## src/rtl/set_bit_lister_if.sv

```systemverilog
// Handshake bundle between the encoder stage, set_bit_lister and its downstream consumer.
// master = producer/consumer side, slave = set_bit_lister.
interface set_bit_lister_if #(
    parameter int unsigned W = 8
);
    localparam int unsigned IDX_W = $clog2(W);

    logic             in_valid;
    logic             in_ready;
    logic [W-1:0]     in_word;
    logic [IDX_W-1:0] in_pe_out;
    logic             in_pe_valid;
    logic             out_valid;
    logic             out_ready;
    logic [IDX_W-1:0] out_idx;
    logic             out_last;
    logic             out_empty;
    logic [IDX_W:0]   out_seq;
    logic             chk_err;

    modport master (
        output in_valid, in_word, in_pe_out, in_pe_valid, out_ready,
        input  in_ready, out_valid, out_idx, out_last, out_empty, out_seq, chk_err
    );

    modport slave (
        input  in_valid, in_word, in_pe_out, in_pe_valid, out_ready,
        output in_ready, out_valid, out_idx, out_last, out_empty, out_seq, chk_err
    );
endinterface

```

## src/rtl/set_bit_lister.sv

```systemverilog
// Walks every set bit of an accepted word, emitting one index per beat, highest first.
// Optional SET_BIT_LISTER_CHECK_EN adds a sticky cross-check of the upstream priority encoder.
module set_bit_lister #(
    parameter int unsigned W = 8
) (
    input logic               clk,
    input logic               rst_n,
    set_bit_lister_if.slave   bus
);
    localparam int unsigned IDX_W = $clog2(W);
    localparam int unsigned SEQ_W = IDX_W + 1;

    typedef enum logic {IDLE, EMIT} state_e;

    state_e           state_q, state_d;
    logic [W-1:0]     rem_q, rem_d;
    logic [SEQ_W-1:0] seq_q, seq_d;

    logic             accept;
    logic             beat;
    logic             out_valid;
    logic             out_last;
    logic             out_empty;
    logic [IDX_W-1:0] out_idx;
    logic [SEQ_W-1:0] out_seq;
    logic             in_ready;

    function automatic logic [IDX_W-1:0] msb_idx(input logic [W-1:0] v);
        logic [IDX_W-1:0] r;
        r = '0;
        for (int i = 0; i < W; i++) begin
            if (v[i]) r = IDX_W'(i);
        end
        return r;
    endfunction

    // Beat presentation is purely a function of the registered word, so it holds while stalled.
    always_comb begin
        out_valid = 1'b0;
        out_idx   = '0;
        out_last  = 1'b0;
        out_empty = 1'b0;
        out_seq   = '0;
        if (state_q == EMIT) begin
            out_valid = 1'b1;
            out_idx   = msb_idx(rem_q);
            out_last  = ((rem_q & (rem_q - W'(1))) == '0);
            out_empty = (rem_q == '0);
            out_seq   = seq_q;
        end
    end

    assign in_ready = (state_q == IDLE) | ((state_q == EMIT) & out_last & bus.out_ready);
    assign accept   = bus.in_valid & in_ready;
    assign beat     = out_valid & bus.out_ready;

    // A new word accepted on the final beat overrides the drain, giving back-to-back words.
    always_comb begin
        state_d = state_q;
        rem_d   = rem_q;
        seq_d   = seq_q;
        if (beat) begin
            rem_d = rem_q & ~(W'(1) << out_idx);
            seq_d = seq_q + SEQ_W'(1);
            if (out_last) state_d = IDLE;
        end
        if (accept) begin
            rem_d   = bus.in_word;
            seq_d   = '0;
            state_d = EMIT;
        end
    end

    always_ff @(posedge clk or negedge rst_n) begin
        if (!rst_n) begin
            state_q <= IDLE;
            rem_q   <= '0;
            seq_q   <= '0;
        end else begin
            state_q <= state_d;
            rem_q   <= rem_d;
            seq_q   <= seq_d;
        end
    end

`ifdef SET_BIT_LISTER_CHECK_EN
    logic chk_err_q, chk_err_d;
    logic pe_mismatch;

    always_comb begin
        pe_mismatch = (bus.in_pe_valid != (bus.in_word != '0));
        if ((bus.in_word != '0) && (bus.in_pe_out != msb_idx(bus.in_word))) pe_mismatch = 1'b1;
    end

    always_comb begin
        chk_err_d = chk_err_q;
        if (accept && pe_mismatch) chk_err_d = 1'b1;
    end

    always_ff @(posedge clk or negedge rst_n) begin
        if (!rst_n) chk_err_q <= 1'b0;
        else        chk_err_q <= chk_err_d;
    end

    assign bus.chk_err = chk_err_q;
`else
    logic unused_pe;
    assign unused_pe   = ^{bus.in_pe_out, bus.in_pe_valid};
    assign bus.chk_err = 1'b0;
`endif

    assign bus.in_ready  = in_ready;
    assign bus.out_valid = out_valid;
    assign bus.out_idx   = out_idx;
    assign bus.out_last  = out_last;
    assign bus.out_empty = out_empty;
    assign bus.out_seq   = out_seq;
endmodule

```

## src/flat_wrapper.sv

```systemverilog
// flat-port wrapper written by rule: the top's interface ports become plain ports
module set_bit_lister_flat 
#(
    parameter int unsigned W = 8
)
  (clk, rst_n, bus_in_valid, bus_in_word, bus_in_pe_out, bus_in_pe_valid, bus_out_ready, bus_in_ready, bus_out_valid, bus_out_idx, bus_out_last, bus_out_empty, bus_out_seq, bus_chk_err);
  set_bit_lister_if #(.W(W)) bus_i ();
  input logic clk;
  input logic rst_n;
  input wire logic [$bits(bus_i.in_valid)-1:0] bus_in_valid;
  input wire logic [$bits(bus_i.in_word)-1:0] bus_in_word;
  input wire logic [$bits(bus_i.in_pe_out)-1:0] bus_in_pe_out;
  input wire logic [$bits(bus_i.in_pe_valid)-1:0] bus_in_pe_valid;
  input wire logic [$bits(bus_i.out_ready)-1:0] bus_out_ready;
  output wire logic [$bits(bus_i.in_ready)-1:0] bus_in_ready;
  output wire logic [$bits(bus_i.out_valid)-1:0] bus_out_valid;
  output wire logic [$bits(bus_i.out_idx)-1:0] bus_out_idx;
  output wire logic [$bits(bus_i.out_last)-1:0] bus_out_last;
  output wire logic [$bits(bus_i.out_empty)-1:0] bus_out_empty;
  output wire logic [$bits(bus_i.out_seq)-1:0] bus_out_seq;
  output wire logic [$bits(bus_i.chk_err)-1:0] bus_chk_err;
  assign bus_i.in_valid = bus_in_valid;
  assign bus_i.in_word = bus_in_word;
  assign bus_i.in_pe_out = bus_in_pe_out;
  assign bus_i.in_pe_valid = bus_in_pe_valid;
  assign bus_i.out_ready = bus_out_ready;
  assign bus_in_ready = bus_i.in_ready;
  assign bus_out_valid = bus_i.out_valid;
  assign bus_out_idx = bus_i.out_idx;
  assign bus_out_last = bus_i.out_last;
  assign bus_out_empty = bus_i.out_empty;
  assign bus_out_seq = bus_i.out_seq;
  assign bus_chk_err = bus_i.chk_err;
  set_bit_lister #(.W(W)) u_core (.clk(clk), .rst_n(rst_n), .bus(bus_i));
endmodule
```

## config.mk

```make
export PLATFORM = sky130hd
export DESIGN_NAME = set_bit_lister_flat
export DESIGN_NICKNAME = d
export VERILOG_FILES = /design/src/rtl/set_bit_lister_if.sv /design/src/rtl/set_bit_lister.sv /design/src/flat_wrapper.sv
export SDC_FILE = /design/constraint.sdc
export NUM_CORES = 1
export LEC_CHECK = 0
export ABC_AREA = 1
export BUFFER_PORTS_ARGS = -buffer_cell sky130_fd_sc_hd__buf_2
export CORE_MARGIN = 3
export CORE_UTILIZATION = 50
export DETAILED_ROUTE_END_ITERATION = 12
export GPL_ROUTABILITY_DRIVEN = 0
export PLACE_DENSITY = 0.75
export SLEW_MARGIN = 15
export SYNTH_ARGS = -nofsm -noshare
export SYNTH_HDL_FRONTEND = slang
export SYNTH_SLANG_ARGS = --single-unit
```

## constraint.sdc

```tcl
create_clock -name clk -period 1.8 [get_ports clk]
set_input_delay 0.45 -clock clk [delete_from_list [all_inputs] [get_ports clk]]
set_output_delay 0.45 -clock clk [all_outputs]
set_load 0.03 [all_outputs]
```

==> flow_summary.yaml, run 1 <==
synthesis:
  synth.net_count: 167
  synth_top_flop_cell: "dfrtp_1"
  ys_seq_area_share_pct: 33.7
  synth_edf_count: 0
  synth_cells: 150
  yosys-top-cells-count: "nand2_1 (57), inv_1 (25), nand3_1 (21)"
  ys_types: 20
  ys_seq_elements: 13
  synth_area_leaders: "dfrtp_1 (34%), nand2_1 (22%), nand3_1 (11%)"
  syn_area_per_cell_sq_um: 6.43
  synth.largest_area_cell: "dfrtp_1"
  yosysMostFrequentCell: "nand2_1"
  syn-cell-area_sq_um: 965
  synthArstFlopShare_pct: 100
  yosysWarningCount: 0
  yosysTopAreaCellShare_pct: 33.7
sta:
  fmax_mhz: 488
  report.final.slew_viol_count: 0
  setup_viol: 5
  hold_viol_final: 0
  fin_crit_ps: 2050
  rsz0062_at_grt: "yes"
  skew_ps: 2.47
  final.setup.tns_ps: -890
  layout_setup_ws_ps: -251
  timing.final.crit_share_pct: 114
worst_setup_path:
  cp_max_fo: 5
  cp_data_required_time_ps: 1350
  rrSetupSlack_ps: 10
  r2r_start: "u_core.rem_q[6]"
  r2r_end: "u_core.rem_q[1]"
  crit_arrival_ps: 1600
  critical_path_class: "register to primary output"
  rr_worst_depth: 13
  end_kind: "primary output"
  cp-start-kind: "register"
final_layout:
  layout.nets: 215
  drive_gt1_share_pct: 41.6
  area_growth_pct: 48.6
  diodes: 0
  fin_util_pct: 80.4
  fill_cells: 121
route:
  route.detailed.drc: 0
  routed_wl_microns: 2730
  wl_per_cell_microns: 12.3
  vias: 1117
  ant_nets: 0
  dr.pass1.iters: 4
  avgViaCountPerCell: 5.03
  drtIter0Drc: 36
grt:
  grt_pass1_vias: 1009
  grt_max_degree: 14
  grt_pass1_wl_microns: 4470
  grt_antenna_before_repair: 0
  grtUsageTotal_pct: 23.4
  grt.overflow.total: 0
die:
  fp.coreArea_sq_mm: 0.00178
  die_h_microns: 49.9
  initial_core_util_pct: 54.1
  io_pins: 28
  die_x_microns: 49.9
  die_area_sq_mm: 0.00249
  num_rows: 15
cts:
  clk_latency_ps: 280
  cts_tree: "done"
  htreeDepth: 1
  cts_root_buffer: "clkbuf_4"
  cts_sinks: 13
  cts_hold_buf: 0
  cts_buffer_depth: 2
  clk_pin_slew_worst_paths_ps: 90
  cts_buffers: 3
worst_hold_path:
  hold_class: "primary input to asynchronous set/reset pin"
flow_run:
  cap_violations: 0
place:
  io_buffers: 22
  hpwl_microns: 1720
outcome:
  violations: "negative setup slack"
  status: "finished with violations"
layout make-up:
cell class / instances / area, sq um / share of cell area, %
repair buffers: 47 / 350 / 24.4
flip-flops and latches: 13 / 328 / 22.9
clock inverters: 1 / 5.00 / 0.349
inverters: 26 / 97.6 / 6.81
multi-input cells: 107 / 599 / 41.8
clock buffers: 3 / 22.5 / 1.57
well taps: 25 / 31.3 / 2.18
how the worst max path moves through the flow:
stage | start | endpoint | slack (ps) | cells after the start
after floorplan | u_core.rem_q[2] | bus_out_last | 60 | 5
after global placement | u_core.rem_q[0] | bus_in_ready | 20 | 8
after detailed placement | u_core.rem_q[0] | bus_in_ready | -20 | 8
after CTS | u_core.rem_q[0] | bus_in_ready | -240 | 8
after global routing | u_core.rem_q[1] | bus_in_ready | -320 | 8
final | u_core.rem_q[1] | bus_in_ready | -250 | 8
metal layers:
layer	vias to the layer above	part of all wire [%]	global-route usage, %
met5	-	0	0
met4	0	1.2	8.29
met3	4	4.2	2.72
met2	36	49	37.9
met1	525	46	32.1
li1	552	-	-
layout by cell type (no fill, tap or decap):
cell	Yosys	layout
nand2_1	57	49
inv_1	25	21
nand3_1	21	21
buf_4	3	21
buf_2	0	16
dfrtp_1	13	11
buf_6	0	10
nand2_2	0	7
inv_2	1	5
nor2_4	0	4
nor2_2	4	4
nand2_4	2	3
o21ai_1	3	3
clkbuf_4	0	3
nand3_4	0	2
xor2_1	2	2
nor2_1	6	2
o21ai_0	3	2
nand4_1	2	2
dfrtp_2	0	2
o21ai_2	0	1
a21oi_2	1	1
nor4_4	0	1
nor3_2	0	1
ha_1	1	1
conb_1	1	1
clkinv_2	0	1
worst max-delay path: stages (launching register included):
cell and delay (ps):
dfrtp_1 430, nor2_4 190, nand2_1 100, nand2_2 90
nand3_4 100, nor2_4 120, nand3_4 90, nand2_4 80
buf_6 120
timing repair:
action / CTS / global route
gates resized for setup: 32 / 13
pin swaps: 10 / 13
hold endpoints to repair: 0 / 0
endpoints found under the setup margin: 6 / 18
buffers inserted: 10 / 3
through the flow:
step | hold WS [ps] | worst slack, ps | std cells | area (sq um)
floorplan | 154 | 61.0 | 150 | 985
detailed placement | 354 | -21.2 | 207 | 1190
global placement | 351 | 19.7 | 207 | 1190
global route | 55.6 | -325 | 222 | 1430
CTS | 49.1 | -243 | 221 | 1390
finish | 38.3 | -251 | 222 | 1430
kinds of logic after synthesis:
family	share of synthesized area, %
buf+inv	13.9
simple gates	44.9
xor+xnor	1.82
other cells	0.389
flops	33.7
compound gates	4.02
fa+ha+maj	1.30
state kept, by name, summed over array words and instances, names as in the netlist:
signal and count:
u_core.rem_q 8, u_core.seq_q 4, u_core.state_q 1
Power of run 1 is not shown: default switching activity piles up to over one toggle a cycle in this logic, so the estimate is an artifact.
==> run 2, diff against run 1 <==
CORE_UTILIZATION = 54   (was 50)
PLACE_DENSITY = 0.81   (was 0.75)
clock period = 2.44 ns   (was 1.8 ns; I/O delays follow)
==> flow_summary.yaml, run 2 (synthesis gave the netlist of run 1 again) <==
sta:
  fin_crit_ps: 2330
  report.final.slew_viol_count: 0
  layout_setup_ws_ps: 106
  rsz0062_at_grt: "no"
  skew_ps: 6.30
  setup_viol: 0
  fmax_mhz: 428
  timing.final.crit_share_pct: 95.7
  final.setup.tns_ps: 0
  hold_viol_final: 0
  fin_hold_ws_ps: 211
route:
  routed_wl_microns: 2150
  vias: 975
  dr.pass1.iters: 4
  route.detailed.drc: 0
  ant_nets: 0
  wl_per_cell_microns: 10.9
  avgViaCountPerCell: 4.95
  drtIter0Drc: 17
place:
  place_inst: 193
  io_buffers: 22
  dp_slack_ps: 378
  placed_area_sq_mm: 0.00108
  hpwl_microns: 1600
worst_setup_path:
  cp_max_fo: 10
  crit_chain: "nor2_4 > nand2_1 > nand2_1 > nand3_2 > nor2_2 > nand3_2 > nand2_4 > clkbuf_4"
  critical_path.max_stage_delay_ps: 470
  cp_data_required_time_ps: 1830
  crit_slowest_cell: "dfrtp_1"
  cp-start-kind: "register"
  end_kind: "primary output"
  crit_arrival_ps: 1720
  critical_path_class: "register to primary output"
grt:
  grt_antenna_before_repair: 0
  grt_pass1_wl_microns: 3520
  grt_max_degree: 14
  grt.overflow.total: 0
  grt_pass1_vias: 851
  grtUsageTotal_pct: 21.7
final_layout:
  final_cells: 197
  area_growth_pct: 16.5
  largest_register: "u_core.rem_q"
  layout_common_cells: "nand2_1 (57), inv_1 (25), nand3_1 (21), buf_2 (21), dfrtp_1 (12)"
  final_area_sq_mm: 0.00112
  final_common_cell: "nand2_1"
  layout.nets: 191
  largest_reg_flops: 8
  diodes: 0
  fin_util_pct: 70.5
  top_regs: "u_core.rem_q: 8 flops, u_core.seq_q: 4 flops, u_core.state_q: 1 flops"
  drive_gt1_share_pct: 22.0
die:
  die_x_microns: 48.3
  fp.coreArea_sq_mm: 0.00159
  io_pins: 28
  num_rows: 14
  initial_core_util_pct: 60.5
  die_area_sq_mm: 0.00233
  die_h_microns: 48.3
cts:
  postCtsSetupBuffers: 0
  htreeDepth: 1
  cts_tree: "done"
  clk_latency_ps: 270
  clk_pin_slew_worst_paths_ps: 80
  cts_buffers: 3
  cts_root_buffer: "clkbuf_4"
  cts_sinks: 13
  cts_buffer_depth: 2
outcome:
  status: "completed"
worst_hold_path:
  hold_class: "primary input to asynchronous set/reset pin"
pwr:
  leakagePower_nw: 0.698
  combPwrFrac_pct: 68.0
  peakVddDrop_uv: 909
  p_switching_mw: 1.08
  power_mw: 1.86
  clkPwrFrac_pct: 7.2
  seqPwrFrac_pct: 24.9
  cellPowerDensity_mw_per_mm2: 1650
  p_sw_share_pct: 58.4
  internal-power_uw: 773
flow_run:
  cap_violations: 0
-- run 2: cell count changes in the layout (fill, tap and decap cells not counted), moves of 3 or more --
cell	delta
buf_2	+5
buf_4	-20
buf_6	-10
inv_1	+4
inv_2	-4
nand2_1	+8
nand2_2	-7
nor2_1	+3
-- run 2: path summary, 6_finish.rpt --
path | start | end | slack (ps) | cells past startpoint
setup / recovery | u_core.rem_q[2] | bus_in_ready | 110 | 8
hold / removal | rst_n | u_core.rem_q[4] | 210 | 1
setup reg to reg | u_core.rem_q[2] | u_core.seq_q[0] | 800 | 10
hold reg to reg | u_core.seq_q[1] | u_core.seq_q[1] | 560 | 2
max in group asynchronous | rst_n | u_core.rem_q[1] | 1980 | 1
min in group clk | u_core.seq_q[1] | u_core.seq_q[1] | 560 | 2
-- run 2: per-layer routing --
metal / vias to the layer above / global-route usage (%) / wire (microns)
li1: 506 / - / -
met1: 437 / 29.5 / 1010
met2: 28 / 35.4 / 991
met3: 4 / 2.21 / 122
met4: 0 / 8.06 / 25
met5: - / 0 / 0
-- run 2: repair_timing --
item                       in CTS  in global routing
resized for setup               0                  6
setup endpoints to repair       0                  2
hold buffers                    0                  0
-- run 2: power groups by stage --
stage	sequential, mW	combinational, mW	clock [mW]
final	0.462	1.26	0.133
after global routing	0.478	1.42	0.147
after CTS	0.443	1.25	0.137
after detailed placement	0.448	1.24	0
after global placement	0.439	1.21	0
after floorplan	0.411	0.993	0
-- run 2: final cells by class --
cell class,count,area [sq um]
Sequential cell,13,327
Fill cell,141,470
Tap cell,24,30.0
Inverter,26,97.6
Clock buffer,4,26.3
Timing Repair Buffer,23,120
Multi-Input combinational cell,107,523
-- run 2: worst max-delay path: cells and delay by family (launching register included) --
kind | cells | cell delay (ps)
buffers and inverters | 1 | 220
flip-flops | 1 | 470
AND/OR/NAND/NOR | 7 | 760
(Power assumes the default switching activity.)
